`src/rtl/pe_noc_pkg.sv`:
```
`default_nettype none
// ============================================================================
// Module   : pe_noc_pkg
// Purpose  : Shared types, field offsets and header extraction for the
//            PE-side NoC packet decoder.
// Revision : 1.0 - initial release
// ============================================================================
package pe_noc_pkg;

   typedef enum logic [1:0] {
      OP_MEM2PE = 2'd0,
      OP_SPK    = 2'd1,
      OP_FILT   = 2'd2,
      OP_ILL    = 2'd3
   } op_e;

   typedef enum logic [2:0] {
      ST_IDLE   = 3'd0,
      ST_HAVE_F = 3'd1,
      ST_HAVE_S = 3'd2,
      ST_START  = 3'd3,
      ST_BUSY   = 3'd4
   } state_e;

   // Offsets for the default 4-bit address / 2-bit op layout
   localparam int unsigned c_dest_lsb = 0;
   localparam int unsigned c_src_lsb  = 4;
   localparam int unsigned c_op_lsb   = 8;
   localparam int unsigned c_pay_lsb  = 10;

   // Header fields widened to the largest supported field widths
   typedef struct packed {
      logic [7:0] dest;
      logic [7:0] src;
      logic [3:0] op;
   } pkt_hdr_t;

   function automatic pkt_hdr_t get_hdr(input logic [63:0] hdr,
                                        input int unsigned addr_w,
                                        input int unsigned op_w);
      logic [63:0] a_mask;
      logic [63:0] o_mask;
      pkt_hdr_t    h;
      a_mask = (64'd1 << addr_w) - 64'd1;
      o_mask = (64'd1 << op_w) - 64'd1;
      h.dest = 8'(hdr & a_mask);
      h.src  = 8'((hdr >> addr_w) & a_mask);
      h.op   = 4'((hdr >> (2 * addr_w)) & o_mask);
      return h;
   endfunction

endpackage
`default_nettype wire

```
`src/rtl/pe_sat_counter.sv`:
```
`default_nettype none
// ============================================================================
// Module   : pe_sat_counter
// Purpose  : Saturating up-counter; holds at all-ones instead of wrapping.
// Revision : 1.0 - initial release
// ============================================================================
module pe_sat_counter #(
   parameter int unsigned CNT_W = 16
) (
   input  logic             clk,
   input  logic             rst,
   input  logic             inc,
   output logic [CNT_W-1:0] cnt
);

   logic [CNT_W-1:0] r_cnt;

   always_ff @(posedge clk) begin
      if (rst) begin
         r_cnt <= '0;
      end else if (inc && (r_cnt != {CNT_W{1'b1}})) begin
         r_cnt <= r_cnt + 1'b1;
      end
   end

   assign cnt = r_cnt;

endmodule
`default_nettype wire

```
`src/rtl/pe_packet_decoder_sync.sv`:
```
`default_nettype none
// ============================================================================
// Module   : pe_packet_decoder_sync
// Purpose  : PE-side NoC packet decoder; latches filter/spike frames and
//            issues a start handshake once both are held.
//            Optional statistics counters: define PKT_STATS_EN.
// Revision : 1.0 - initial release
// ============================================================================
module pe_packet_decoder_sync
   import pe_noc_pkg::*;
#(
   parameter  int unsigned ADDR_W = 4,
   parameter  int unsigned OP_W   = 2,
   parameter  int unsigned FILT_W = 24,
   parameter  int unsigned SPK_W  = 5,
   parameter  int unsigned CNT_W  = 16,
   localparam int unsigned PKT_W  = 2 * ADDR_W + OP_W + FILT_W + SPK_W
) (
   input  logic              clk,
   input  logic              rst,
   input  logic [ADDR_W-1:0] my_addr,
   input  logic              pkt_valid,
   output logic              pkt_ready,
   input  logic [PKT_W-1:0]  pkt_data,
   output logic [FILT_W-1:0] filt_frame,
   output logic [SPK_W-1:0]  spk_frame,
   output logic              start_valid,
   input  logic              start_ready,
   input  logic              pe_done,
   output logic              err_pulse,
   output logic [ADDR_W-1:0] last_src,
   output logic [CNT_W-1:0]  pkt_cnt,
   output logic [CNT_W-1:0]  drop_cnt
);

   localparam int unsigned c_p = 2 * ADDR_W + OP_W;

   state_e            r_state;
   state_e            w_state_nxt;
   logic [FILT_W-1:0] r_filt;
   logic [SPK_W-1:0]  r_spk;
   logic              r_err;
   logic [ADDR_W-1:0] r_last_src;

   pkt_hdr_t w_hdr;
   op_e      w_op;
   logic     w_accept;
   logic     w_legal;
   logic     w_take;
   logic     w_drop;

   assign w_hdr    = get_hdr(64'(pkt_data[c_p-1:0]), ADDR_W, OP_W);
   assign w_op     = op_e'(w_hdr.op[1:0]);
   assign w_accept = pkt_valid && pkt_ready;
   // Any op encoding >= 3 is treated as illegal, including wider op fields
   assign w_legal  = (w_hdr.dest == 8'(my_addr)) && (w_hdr.op < 4'd3);
   assign w_take   = w_accept && w_legal;
   assign w_drop   = w_accept && !w_legal;

   assign pkt_ready = (r_state == ST_IDLE) || (r_state == ST_HAVE_F) ||
                      (r_state == ST_HAVE_S);

   always_ff @(posedge clk) begin
      if (rst) begin
         r_state <= ST_IDLE;
      end else begin
         r_state <= w_state_nxt;
      end
   end

   always_comb begin
      w_state_nxt = r_state;
      case (r_state)
         ST_IDLE: begin
            if (w_take) begin
               case (w_op)
                  OP_MEM2PE: w_state_nxt = ST_START;
                  OP_FILT:   w_state_nxt = ST_HAVE_F;
                  OP_SPK:    w_state_nxt = ST_HAVE_S;
                  default:   w_state_nxt = ST_IDLE;
               endcase
            end
         end
         ST_HAVE_F: begin
            if (w_take && (w_op != OP_FILT)) w_state_nxt = ST_START;
         end
         ST_HAVE_S: begin
            if (w_take && (w_op != OP_SPK)) w_state_nxt = ST_START;
         end
         ST_START: begin
            if (start_ready) w_state_nxt = ST_BUSY;
         end
         ST_BUSY: begin
            // Filter stays valid for the next timestep; only a new spike is needed
            if (pe_done) w_state_nxt = ST_HAVE_F;
         end
         default: w_state_nxt = ST_IDLE;
      endcase
   end

   always_ff @(posedge clk) begin
      if (rst) begin
         r_filt     <= '0;
         r_spk      <= '0;
         r_err      <= 1'b0;
         r_last_src <= '0;
      end else begin
         r_err <= w_drop;
         if (w_take) begin
            r_last_src <= ADDR_W'(w_hdr.src);
            if ((w_op == OP_MEM2PE) || (w_op == OP_FILT)) begin
               r_filt <= pkt_data[c_p +: FILT_W];
            end
            if (w_op == OP_MEM2PE) begin
               r_spk <= pkt_data[c_p+FILT_W +: SPK_W];
            end else if (w_op == OP_SPK) begin
               r_spk <= pkt_data[c_p +: SPK_W];
            end
         end
      end
   end

   assign filt_frame  = r_filt;
   assign spk_frame   = r_spk;
   assign start_valid = (r_state == ST_START);
   assign err_pulse   = r_err;
   assign last_src    = r_last_src;

`ifdef PKT_STATS_EN
   pe_sat_counter #(.CNT_W(CNT_W)) u_pkt_cnt (
      .clk (clk),
      .rst (rst),
      .inc (w_take),
      .cnt (pkt_cnt)
   );

   pe_sat_counter #(.CNT_W(CNT_W)) u_drop_cnt (
      .clk (clk),
      .rst (rst),
      .inc (w_drop),
      .cnt (drop_cnt)
   );
`else
   assign pkt_cnt  = '0;
   assign drop_cnt = '0;
`endif

endmodule
`default_nettype wire

```
`config.mk`:
```
export PLATFORM = sky130hd
export DESIGN_NAME = pe_packet_decoder_sync
export DESIGN_NICKNAME = d
export VERILOG_FILES = /design/src/rtl/pe_noc_pkg.sv /design/src/rtl/pe_sat_counter.sv /design/src/rtl/pe_packet_decoder_sync.sv
export SDC_FILE = /design/constraint.sdc
export NUM_CORES = 1
export LEC_CHECK = 0
export BUFFER_PORTS_ARGS = -buffer_cell sky130_fd_sc_hd__clkbuf_2
export CORE_ASPECT_RATIO = 1.1
export CORE_MARGIN = 2
export CORE_UTILIZATION = 45
export DETAILED_ROUTE_END_ITERATION = 16
export GPL_TIMING_DRIVEN = 0
export PLACE_DENSITY = 0.9
export SETUP_SLACK_MARGIN = 0.4
export SLEW_MARGIN = 20
export SYNTH_ARGS = -nofsm -noshare
export SYNTH_HDL_FRONTEND = slang
export SYNTH_SLANG_ARGS = --single-unit
```
`constraint.sdc`:
```
create_clock -name clk -period 3.7 [get_ports clk]
set_input_delay 0 -clock clk [delete_from_list [all_inputs] [get_ports clk]]
set_output_delay 0 -clock clk [all_outputs]
set_load 0.02 [all_outputs]
```
==> out/summary.txt <==
vias in the first global route: 1794
Synth Instances: 217
post-layout total power: 0.934 mW
Overflow after GRT: 0
fin crit share: 56.7%
P&R area growth vs syn: 56.1%
clk slew on worst S/H paths: 0.08 ns
unrepaired setup endpoints after global routing: no
routed len/inst: 11.8 um
multi-input logic area: 833 sq um
via count: 1884
first-pass GRT wire length: 7750 um
cell area after synthesis: 1770 sq um
largest net degree at the start of global routing: 12
Warnings, synthesis: 0
Setup WS post-layout: 1.60 ns
Yosys reg bits: 37
Site Rows: 23
postcts setup bufs: 0
leakage power: 1.28 nW
flop2flop setup slack: 1.60 ns
Max-Cap Viols: 0
Setup crit end kind: flip-flop
CTS sink cnt: 37
dpl ws: 1.70 ns
Worst slew margin: 56.6%
die area: 4440 sq um
Starting Density: 47.6%
CP startpoint: r_state[1]$_SDFFE_PP0P_
# DRC: 0
outcome: finished clean
post-synthesis sequential area ratio: 41.9%
fin nets: 413
total CTS buffers: 5
Via density: 4.53
core footprint: 3710 sq um
CP Data Required Time: 3.90 ns
Die H: 69.7 um
worst r2r dst: filt_frame[14]$_SDFFE_PP0P_
crit path kind: flip-flop to flip-flop
worst hold path type: input pin to flip-flop
num ports: 116
CTS root buf: clkbuf_8
Syn Area/Cell: 8.14 sq um
n_diodes: 0
CP endpoint: filt_frame[14]$_SDFFE_PP0P_
CTS tree: built
register area: 741 sq um
H-tree Lvls: 2
DRT antenna net count: 0
Power Density: 339 nW/um^2
number of unique standard cell types used by synthesis: 29
initial antenna violation count: 0
critical path startpoint category: flip-flop
crit path time final: 2.10 ns
clk_skew: 0.00423 ns
Pre-Repair DR Iteration Count: 4
Chip Width: 63.7 um
Skew-Pair Late Insertion Delay: 0.28 ns
Clock Path Buffers: 2
final setup fails: 0
Total GRT Usage: 21.7%
Worst R2R Path Depth: 7
crit path max fanout: 10
setup TNS: 0 ns
Worst VDD drop: 284 uV
gp weighted congestion: 0.876
DP Wirelength: 3260 um
Fillers: 293
Max Slew Vio Count: 0
Worst Max-Slew Pin Slew: 0.646 ns
port bufs: 81
final WL: 4920 um
endpoints failing hold: 0
1st-iter DRT viols: 78
WHS: 0.0483 ns
FF-to-FF Start: r_state[1]$_SDFFE_PP0P_
share of cells above drive strength 1: 34.4%
maximum clock frequency: 0.477 GHz
Crit path arrival time: 2.30 ns
-- worst min path at each step --
stage                 start                     endpoint  slack, ns  cells after the start
2_1_floorplan  pkt_data[25]  filt_frame[15]$_SDFFE_PP0P_       0.14                      2
3_3_place_gp   pkt_data[23]  filt_frame[13]$_SDFFE_PP0P_       0.22                      3
3_5_place_dp   pkt_data[25]  filt_frame[15]$_SDFFE_PP0P_       0.23                      3
4_1_cts        pkt_data[37]    spk_frame[3]$_SDFFE_PP0P_       0.04                      3
5_1_grt        pkt_data[34]    spk_frame[0]$_SDFFE_PP0P_       0.06                      3
6_report       pkt_data[37]    spk_frame[3]$_SDFFE_PP0P_       0.05                      3
-- power by group --
group	switching (mW)	internal, mW	total, mW
clock	0.139	0.220	0.359
sequential	0.00351	0.405	0.408
combinational	0.0865	0.0809	0.167
total	0.229	0.705	0.934
-- cell usage after synthesis --
cell type	number	area share, %
nor4b_1	1	0.50
xnor2_1	4	2.0
nand4_2	1	0.71
or3_1	2	0.71
a2bb2oi_1	1	0.50
nor2_1	13	2.8
a211oi_2	1	0.71
a32o_1	1	0.57
mux2i_1	9	5.1
nor3b_1	1	0.43
nor3_2	1	0.57
and2_1	1	0.35
o21ai_0	3	0.85
buf_6	1	0.64
buf_4	32	14
nand2b_1	1	0.35
buf_2	1	0.28
dfxtp_1	37	42
a21oi_1	27	7.6
conb_1	1	0.21
clkbuf_1	12	2.5
inv_1	2	0.43
nand2_1	51	11
a211oi_1	6	2.5
nor3_1	3	0.85
a32oi_1	1	0.50
a21oi_4	1	0.92
a311oi_1	1	0.50
a2111oi_0	1	0.50
-- placed cells by master, fill, tap and decap left out, types with 2 or more instances in the layout --
cell / instances
clkbuf_2: 81
mux2i_1: 9
a21oi_1: 27
o21ai_0: 3
nand2_1: 51
dfxtp_1: 37
a211oi_1: 6
clkbuf_8: 6
dlygate4sd3_1: 29
nor3_1: 3
conb_1: 32
nor2_1: 13
inv_1: 2
or3_1: 2
clkbuf_1: 13
xnor2_1: 4
buf_4: 32
-- area by class of cell --
class	instances	share of cell area (%)
Buffer	46	10.9
Clock buffer	7	3.13
Clock inverter	1	1.09
Inverter	2	0.272
Multi-Input combinational cell	163	30.2
Sequential cell	37	26.9
Tap cell	50	2.27
Timing Repair Buffer	110	25.2
-- timing repair --
action / in CTS / in global routing
hold endpoints to repair: 29 / 0
hold buffers: 29 / 0
gates resized for setup: 0 / 0
-- cells by family after synthesis --
| logic type | Yosys count | synth area share (%) |
|---|---|---|
| buffers and inverters | 48 | 17.5 |
| other | 1 | 0.212 |
| xor gates and xnor gates | 4 | 1.98 |
| muxes | 9 | 5.10 |
| and+or+nand+nor | 75 | 18.1 |
| DFF | 37 | 41.9 |
| AOI/OAI and AO/OA | 43 | 15.2 |
-- routing by layer --
layer  vias to the layer above  wire length, um  GRT usage, %
met5                         -                0             0
met4                         0               99          8.70
met1                       844             1890          22.1
met2                        81             2570          41.1
met3                        10              359          5.84
li1                        949                -             -
-- per-stage QoR --
step / instances / util (%) / area (sq um)
floorplan: 248 / - / 1880
global placement: 379 / 63.3 / 2350
detailed placement: 379 / 63.3 / 2350
CTS: 416 / 74.3 / 2760
global route: 416 / 74.3 / 2760
finish: 416 / 74.3 / 2760
-- flip-flops by register name, summed over array words and instances (netlist names) --
signal	cells
err_pulse	1
filt_frame	24
last_src	4
r_state	3
spk_frame	5
-- worst max-delay path: stages, from the launching register on --
cell and delay, ns:
dfxtp_1 0.31, buf_6 0.13, a21oi_4 0.12, nand2_1 0.16, nor3_1 0.54, clkbuf_1 0.44
nand2_1 0.14, a21oi_1 0.18
No activity file was read; power rests on OpenSTA's default activity.
